--- src/rtl/rename_regfile_pkg.sv ---
// rename_regfile_pkg
//   Shared types and default sizes for the renaming register file.
//   REG_DATA_W / ROB_TAG_W / NUM_ARCH_REGS / NUM_RD_PORTS : default configuration
//   regfile_t    : one register as seen by issue control {busy, rob_entry, data}
//   idx_width    : register index width, never narrower than one bit
//   pack_regfile : repacks one read port's fields into a regfile_t
package rename_regfile_pkg;

   localparam int unsigned REG_DATA_W    = 16;
   localparam int unsigned ROB_TAG_W     = 3;
   localparam int unsigned NUM_ARCH_REGS = 8;
   localparam int unsigned NUM_RD_PORTS  = 3;

   typedef struct packed {
      logic                  busy;
      logic [ROB_TAG_W-1:0]  rob_entry;
      logic [REG_DATA_W-1:0] data;
   } regfile_t;

   function automatic int unsigned idx_width(input int unsigned n);
      return (n > 1) ? $clog2(n) : 1;
   endfunction

   function automatic regfile_t pack_regfile(input logic                  busy,
                                             input logic [ROB_TAG_W-1:0]  tag,
                                             input logic [REG_DATA_W-1:0] data);
      regfile_t r;
      r.busy      = busy;
      r.rob_entry = tag;
      r.data      = data;
      return r;
   endfunction

endpackage

--- src/rtl/rename_regfile_if.sv ---
// rename_regfile_if
//   Issue-side read ports, rename request, ROB commit and flush of the register file.
//   master : issue control / ROB side (drives indices, issue, commit, flush)
//   slave  : register file side (drives rd_value, rd_busy, rd_tag)
//   Read ports are packed with port 0 in the LSBs.
interface rename_regfile_if
   import rename_regfile_pkg::*;
#(
   parameter int unsigned DATA_WIDTH = REG_DATA_W,
   parameter int unsigned TAG_WIDTH  = ROB_TAG_W,
   parameter int unsigned NUM_REGS   = NUM_ARCH_REGS,
   parameter int unsigned NUM_RD     = NUM_RD_PORTS
);
   localparam int unsigned IDX_W = idx_width(NUM_REGS);

   logic [NUM_RD*IDX_W-1:0]      rd_idx;
   logic [NUM_RD*DATA_WIDTH-1:0] rd_value;
   logic [NUM_RD-1:0]            rd_busy;
   logic [NUM_RD*TAG_WIDTH-1:0]  rd_tag;

   logic                         iss_valid;
   logic [IDX_W-1:0]             iss_idx;
   logic [TAG_WIDTH-1:0]         iss_tag;

   logic                         cmt_valid;
   logic [IDX_W-1:0]             cmt_idx;
   logic [TAG_WIDTH-1:0]         cmt_tag;
   logic [DATA_WIDTH-1:0]        cmt_value;

   logic                         flush;

   modport master (
      output rd_idx, iss_valid, iss_idx, iss_tag,
      output cmt_valid, cmt_idx, cmt_tag, cmt_value, flush,
      input  rd_value, rd_busy, rd_tag
   );

   modport slave (
      input  rd_idx, iss_valid, iss_idx, iss_tag,
      input  cmt_valid, cmt_idx, cmt_tag, cmt_value, flush,
      output rd_value, rd_busy, rd_tag
   );

endinterface

--- src/rtl/rename_regfile_entry.sv ---
// rename_regfile_entry
//   One architectural register: value, busy bit and ROB tag of its newest producer.
//   clk, reset : clock, synchronous active-high reset
//   iss_hit    : rename of this register this cycle, iss_tag is the new producer
//   cmt_hit    : commit to this register this cycle with cmt_tag / cmt_value
//   flush      : squash all in-flight work
//   value, busy, tag : current registered state
module rename_regfile_entry #(
   parameter int unsigned DATA_WIDTH = 16,
   parameter int unsigned TAG_WIDTH  = 3
) (
   input  logic                  clk,
   input  logic                  reset,
   input  logic                  iss_hit,
   input  logic [TAG_WIDTH-1:0]  iss_tag,
   input  logic                  cmt_hit,
   input  logic [TAG_WIDTH-1:0]  cmt_tag,
   input  logic [DATA_WIDTH-1:0] cmt_value,
   input  logic                  flush,
   output logic [DATA_WIDTH-1:0] value,
   output logic                  busy,
   output logic [TAG_WIDTH-1:0]  tag
);

   logic [DATA_WIDTH-1:0] value_q, value_d;
   logic                  busy_q, busy_d;
   logic [TAG_WIDTH-1:0]  tag_q, tag_d;

   always_comb begin
      value_d = value_q;
      busy_d  = busy_q;
      tag_d   = tag_q;

      // The committing instruction is older than any squash, so its value always lands.
      if (cmt_hit) begin
         value_d = cmt_value;
      end

      if (flush) begin
         // Tags are left stale; nothing reads them while busy is clear.
         busy_d = 1'b0;
      end else if (iss_hit) begin
         busy_d = 1'b1;
         tag_d  = iss_tag;
      end else if (cmt_hit && (tag_q == cmt_tag)) begin
         // Only the newest producer may release the register.
         busy_d = 1'b0;
      end
   end

   always_ff @(posedge clk) begin
      if (reset) begin
         value_q <= '0;
         busy_q  <= 1'b0;
         tag_q   <= '0;
      end else begin
         value_q <= value_d;
         busy_q  <= busy_d;
         tag_q   <= tag_d;
      end
   end

   assign value = value_q;
   assign busy  = busy_q;
   assign tag   = tag_q;

endmodule

--- src/rtl/rename_regfile.sv ---
// rename_regfile
//   Architectural register file with renaming for the Tomasulo core. Each register holds a
//   value, a busy bit and the ROB tag of its newest in-flight producer.
//   clk   : clock, all state on the rising edge
//   reset : synchronous, active-high; overrides issue, commit and flush
//   bus   : rename_regfile_if.slave -- NUM_RD combinational read ports, rename request,
//           ROB commit and flush
//   Build option: define COMMIT_BYPASS_EN to forward a tag-matching commit onto the read
//   ports in the same cycle (value = cmt_value, busy = 0).
//   Indices >= NUM_REGS ignore writes and read as zero.
module rename_regfile
   import rename_regfile_pkg::*;
#(
   parameter int unsigned DATA_WIDTH = REG_DATA_W,
   parameter int unsigned TAG_WIDTH  = ROB_TAG_W,
   parameter int unsigned NUM_REGS   = NUM_ARCH_REGS,
   parameter int unsigned NUM_RD     = NUM_RD_PORTS
) (
   input  logic            clk,
   input  logic            reset,
   rename_regfile_if.slave bus
);

   localparam int unsigned IDX_W = idx_width(NUM_REGS);

   logic [NUM_REGS-1:0][DATA_WIDTH-1:0] reg_value;
   logic [NUM_REGS-1:0]                 reg_busy;
   logic [NUM_REGS-1:0][TAG_WIDTH-1:0]  reg_tag;
   logic [NUM_REGS-1:0]                 iss_hit;
   logic [NUM_REGS-1:0]                 cmt_hit;

   for (genvar r = 0; r < NUM_REGS; r++) begin : g_reg
      // Out-of-range indices decode to no entry, so those writes vanish.
      assign iss_hit[r] = bus.iss_valid && (bus.iss_idx == IDX_W'(r));
      assign cmt_hit[r] = bus.cmt_valid && (bus.cmt_idx == IDX_W'(r));

      rename_regfile_entry #(
         .DATA_WIDTH (DATA_WIDTH),
         .TAG_WIDTH  (TAG_WIDTH)
      ) u_entry (
         .clk       (clk),
         .reset     (reset),
         .iss_hit   (iss_hit[r]),
         .iss_tag   (bus.iss_tag),
         .cmt_hit   (cmt_hit[r]),
         .cmt_tag   (bus.cmt_tag),
         .cmt_value (bus.cmt_value),
         .flush     (bus.flush),
         .value     (reg_value[r]),
         .busy      (reg_busy[r]),
         .tag       (reg_tag[r])
      );
   end

`ifdef COMMIT_BYPASS_EN
   // Commit that will clear busy this cycle; forwarded to matching read ports.
   logic cmt_match;

   always_comb begin
      cmt_match = 1'b0;
      for (int unsigned r = 0; r < NUM_REGS; r++) begin
         if (cmt_hit[r] && (reg_tag[r] == bus.cmt_tag)) begin
            cmt_match = 1'b1;
         end
      end
   end
`endif

   logic [IDX_W-1:0] rd_sel;

   always_comb begin
      bus.rd_value = '0;
      bus.rd_busy  = '0;
      bus.rd_tag   = '0;
      rd_sel       = '0;
      for (int unsigned p = 0; p < NUM_RD; p++) begin
         rd_sel = bus.rd_idx[p*IDX_W +: IDX_W];
         if (32'(rd_sel) < NUM_REGS) begin
            bus.rd_value[p*DATA_WIDTH +: DATA_WIDTH] = reg_value[rd_sel];
            bus.rd_busy[p]                           = reg_busy[rd_sel];
            bus.rd_tag[p*TAG_WIDTH +: TAG_WIDTH]     = reg_tag[rd_sel];
`ifdef COMMIT_BYPASS_EN
            // A concurrent rename of the same register shows up next cycle.
            if (cmt_match && (rd_sel == bus.cmt_idx)) begin
               bus.rd_value[p*DATA_WIDTH +: DATA_WIDTH] = bus.cmt_value;
               bus.rd_busy[p]                           = 1'b0;
            end
`endif
         end
      end
   end

endmodule

--- src/flat_wrapper.sv ---
// flat-port wrapper written by rule: the top's interface ports become plain ports
module rename_regfile_flat import rename_regfile_pkg::*;
#(
   parameter int unsigned DATA_WIDTH = REG_DATA_W,
   parameter int unsigned TAG_WIDTH  = ROB_TAG_W,
   parameter int unsigned NUM_REGS   = NUM_ARCH_REGS,
   parameter int unsigned NUM_RD     = NUM_RD_PORTS
)
  (clk, reset, bus_rd_idx, bus_iss_valid, bus_iss_idx, bus_iss_tag, bus_cmt_valid, bus_cmt_idx, bus_cmt_tag, bus_cmt_value, bus_flush, bus_rd_value, bus_rd_busy, bus_rd_tag);
  rename_regfile_if #(.DATA_WIDTH(DATA_WIDTH), .TAG_WIDTH(TAG_WIDTH), .NUM_REGS(NUM_REGS), .NUM_RD(NUM_RD)) bus_i ();
  input  logic clk;
  input  logic reset;
  input wire logic [$bits(bus_i.rd_idx)-1:0] bus_rd_idx;
  input wire logic [$bits(bus_i.iss_valid)-1:0] bus_iss_valid;
  input wire logic [$bits(bus_i.iss_idx)-1:0] bus_iss_idx;
  input wire logic [$bits(bus_i.iss_tag)-1:0] bus_iss_tag;
  input wire logic [$bits(bus_i.cmt_valid)-1:0] bus_cmt_valid;
  input wire logic [$bits(bus_i.cmt_idx)-1:0] bus_cmt_idx;
  input wire logic [$bits(bus_i.cmt_tag)-1:0] bus_cmt_tag;
  input wire logic [$bits(bus_i.cmt_value)-1:0] bus_cmt_value;
  input wire logic [$bits(bus_i.flush)-1:0] bus_flush;
  output wire logic [$bits(bus_i.rd_value)-1:0] bus_rd_value;
  output wire logic [$bits(bus_i.rd_busy)-1:0] bus_rd_busy;
  output wire logic [$bits(bus_i.rd_tag)-1:0] bus_rd_tag;
  assign bus_i.rd_idx = bus_rd_idx;
  assign bus_i.iss_valid = bus_iss_valid;
  assign bus_i.iss_idx = bus_iss_idx;
  assign bus_i.iss_tag = bus_iss_tag;
  assign bus_i.cmt_valid = bus_cmt_valid;
  assign bus_i.cmt_idx = bus_cmt_idx;
  assign bus_i.cmt_tag = bus_cmt_tag;
  assign bus_i.cmt_value = bus_cmt_value;
  assign bus_i.flush = bus_flush;
  assign bus_rd_value = bus_i.rd_value;
  assign bus_rd_busy = bus_i.rd_busy;
  assign bus_rd_tag = bus_i.rd_tag;
  rename_regfile #(.DATA_WIDTH(DATA_WIDTH), .TAG_WIDTH(TAG_WIDTH), .NUM_REGS(NUM_REGS), .NUM_RD(NUM_RD)) u_core (.clk(clk), .reset(reset), .bus(bus_i));
endmodule
--- config.mk ---
export PLATFORM = sky130hd
export DESIGN_NAME = rename_regfile_flat
export DESIGN_NICKNAME = d
export VERILOG_FILES = /design/src/rtl/rename_regfile_pkg.sv /design/src/rtl/rename_regfile_if.sv /design/src/rtl/rename_regfile_entry.sv /design/src/rtl/rename_regfile.sv /design/src/flat_wrapper.sv
export SDC_FILE = /design/constraint.sdc
export NUM_CORES = 1
export LEC_CHECK = 0
export CELL_PAD_IN_SITES_DETAIL_PLACEMENT = 2
export CELL_PAD_IN_SITES_GLOBAL_PLACEMENT = 2
export CORE_MARGIN = 2
export CORE_UTILIZATION = 25
export DETAILED_ROUTE_END_ITERATION = 7
export DONT_BUFFER_PORTS = 1
export PLACE_DENSITY = 0.48
export SETUP_SLACK_MARGIN = 0.05
export SLEW_MARGIN = 30
export SYNTH_ARGS = -nofsm -noshare
export SYNTH_HDL_FRONTEND = slang
export SYNTH_SLANG_ARGS = --single-unit
--- constraint.sdc ---
create_clock -name clk -period 2.9 [get_ports clk]
set_input_delay 0.58 -clock clk [delete_from_list [all_inputs] [get_ports clk]]
set_output_delay 0.58 -clock clk [all_outputs]
set_load 0.01 [all_outputs]
==> metrics.csv <==
stage,metric,value,unit
drt,drc_errors,0,
critical_path,critPathRequiredTime,2.32,ns
placement,dp_slack,0.7882,ns
synth,synthSimpleGateAreaFrac,0.1397,
critical_path,cp_slowest_cell,mux4_1,
grt,grt_pass1_wl,60.82,mm
clocking,clk_pin_slew,0.07,ns
floorplanning,pin_count,102,
sta,relSlewSlack,0.3882,
drt,routedWlPerCell,28.93,um
min_path,hp-class,input pin to flop,
floorplanning,die_h,205.8,um
grt,grt-ovfl-total,0,
power,powerDensity,478.2,nW/um2
cells_and_area,final-seq-area,3203,um2
drt,viasPerCell,5.452,
clocking,clkLatencyLatePin,0.45,ns
critical_path,max_stage_delay,0.57,ns
grt,grt_max_degree,155,
cells_and_area,multiInputGateArea,6331,um2
clocking,cts.sinks,160,
placement,portBuffers,0,
grt,antenna_found_initial,0,
critical_path,crit_type,flop to primary output,
flow_run,maxCapViolCount,0,
critical_path,crit_family,multiplexers,
synth,synth_cell_types,39,
synth,netlist_top_cells_area,"dfxtp_1 (31%), mux4_1 (25%), nand2_1 (9.6%)",
placement,place_hpwl,26.44,mm
cells_and_area,fin_cells,1447,
drt,drt_iter0_drc,368,
critical_path,worstPathArrival,1.69,ns
sta,worst_slew_pin_slew,0.9158,ns
synth,synth_nets,1024,
sta,finalSetupTns,0,ns
clocking,cts_resized,0,
synth,synth-seq-area-share,0.3148,
cells_and_area,fill_cells,4292,
grt,grt_usage,0.2028,
drt,totalWireLength,41.86,mm
sta,max_freq,440.6,MHz
power,power.leakage,4.059,nW
drt,final_antenna_net_count,0,
placement,placed_cells,1415,
critical_path,worst_setup_path_start_kind,flop,
sta,finalMaxSlewViolations,0,
floorplanning,rows,73,
critical_path,crit_fanout,4,
cells_and_area,fin_nets,951,
drt,firstDrtPassIters,4,
synth,synth-seq-cells,160,
sta,fin_crit,2.269,ns
sta,clock_skew,0.008620,ns
floorplanning,fp.coreArea,39910,um2
cells_and_area,diodes,0,
critical_path,endpoint_kind,primary output,
floorplanning,start_util,0.2549,
floorplanning,dieArea,42330,um2
sta,setup_violations,0,
drt,num_vias,7889,
synth,synth_xor_xnor_area_share,0.02066,
floorplanning,fp.dieW,205.8,um
cells_and_area,layout-drive-gt1-share,0.1529,
power,ir_worst_vdd,236.2,uV
outcome,status,finished clean,
sta,period_share,0.7826,
clocking,htree_num_levels,4,
clocking,post-cts-setup-buffer-count,0,
critical_path,path_buf_inv,0,
sta,finalHoldViolations,0,
grt,grt_pass1_vias,8209,
synth,syn_area,10180,um2
synth,yosysWarnings,0,
cells_and_area,area_delta_synth_final,8.090,%
sta,rsz0062_at_grt,false,
sta,timing.final.ws_setup,0.6306,ns
synth,synth_top_family_by_area,multiplexers,
critical_path,path_cells,"mux4_1, mux2_2",
clocking,root_buffer,clkbuf_16,
clocking,cts_buffers,17,
clocking,clockBufferDepth,2,
synth,synth-compound-area-share,0.09295,
synth,synth_top_area_frac,0.3148,
synth,synth_mux_area_frac,0.3674,
synth,yosysTopAreaCell,dfxtp_1,
synth,syn_area_per_cell,10.36,um2
clocking,cts_tree,built,
synth,synthAdderAreaFrac,0,
placement,gp_congestion,0.7213,
synth,postSynthCellCount,982,
clocking,hold_buffers,0,
==> registers in the layout, summed over array words and instances, names as in the netlist <==
name and count:
u_core.g.u_entry.busy 8, u_core.g.u_entry.tag 24, u_core.g.u_entry.value 128
==> cell usage in the layout (no fill, tap or decap), types with 3 or more instances in the layout <==
| cell | synthesis | routed |
|---|---|---|
| clkinv_4 | 0 | 3 |
| o21ai_0 | 24 | 24 |
| dfxtp_1 | 160 | 160 |
| a32o_1 | 4 | 4 |
| mux2_2 | 60 | 60 |
| mux4_2 | 24 | 24 |
| a21oi_1 | 152 | 152 |
| nand3_1 | 25 | 25 |
| nand4bb_1 | 3 | 3 |
| nand4_1 | 5 | 5 |
| xor2_1 | 12 | 12 |
| xnor2_1 | 12 | 12 |
| o22ai_1 | 4 | 4 |
| mux4_1 | 96 | 96 |
| bufinv_16 | 0 | 5 |
| clkbuf_16 | 0 | 17 |
| buf_4 | 14 | 18 |
| nor4_1 | 4 | 4 |
| and4b_1 | 3 | 3 |
| nand2_1 | 261 | 261 |
==> synth_stat cells (all sizes together) <==
master   number
o22ai         4
nand2       261
mux4        120
nor2          2
nand3        25
a21oi       152
and2          1
nor2b         2
clkbuf       44
buf          67
and4bb        2
dfxtp       160
and3b         1
nor4b         2
or2           1
xor2         12
nand4         5
nand2b        2
a32o          4
or4b          1
mux2         60
nor3b         1
and4          1
nand3b        1
nor4          4
xnor2        12
or3b          1
nand4b        3
nor4bb        1
o21ai        24
nand4bb       3
and4b         3
==> layout make-up <==
cell class / instances / share of cell area
clock inverter: 13 / 0.01911
multi-input combinational: 711 / 0.5756
clock buffer: 19 / 0.04027
timing repair buffer: 19 / 0.01411
tap: 525 / 0.05972
sequential: 160 / 0.2912
==> cell families (layout without fill, tap and decap cells) <==
group / Yosys count / in the layout
compound gates: 184 / 184
xor+xnor: 24 / 24
buf+inv: 111 / 51
flops: 160 / 160
mux: 180 / 180
simple gates: 323 / 323
==> through the flow <==
stage | area (um2) | total power, mW | hold WS, ns | utilization
3_3_place_gp | 10350 | 2.703 | 0.4606 | 0.2592
5_1_grt | 11000 | 5.456 | 0.1710 | 0.2756
3_5_place_dp | 10350 | 2.709 | 0.4720 | 0.2592
6_report | 11000 | 5.260 | 0.2027 | 0.2756
2_1_floorplan | 10180 | 2.757 | 0.4479 | -
4_1_cts | 11000 | 5.352 | 0.1909 | 0.2756
==> worst register-to-register path, cell delays in order, from the launching register on <==
cell,delay (ns)
dfxtp_1,0.36
xor2_1,0.19
nor4_1,0.38
o22ai_1,0.14
==> final timing paths <==
kind	cells past startpoint	endpoint	start	slack [ns]
worst max-delay path	2	bus_rd_value[27]	u_core.g_reg[5].u_entry.value[11]$_SDFFE_PP0P_	0.63
worst min-delay path	1	u_core.g_reg[5].u_entry.tag[0]$_SDFFE_PP0P_	reset	0.20
worst max register to register	3	u_core.g_reg[7].u_entry.busy$_SDFFE_PP0P_	u_core.g_reg[7].u_entry.tag[1]$_SDFFE_PP0P_	1.70
worst min register to register	2	u_core.g_reg[0].u_entry.value[3]$_SDFFE_PP0P_	u_core.g_reg[0].u_entry.value[3]$_SDFFE_PP0P_	0.48
==> per-layer routing <==
layer / share of wire / global-route usage
met4: 0.019 / 0.05576
met3: 0.047 / 0.04514
met5: 0 / 0
met1: 0.45 / 0.2578
met2: 0.49 / 0.3449
==> power breakdown <==
part	switching (mW)	internal (mW)	leakage (nW)
Combinational	0.167	0.200	2.45
Sequential	0.0456	2.24	1.29
Clock	1.05	1.56	0.314
(Power assumes the default switching activity.)
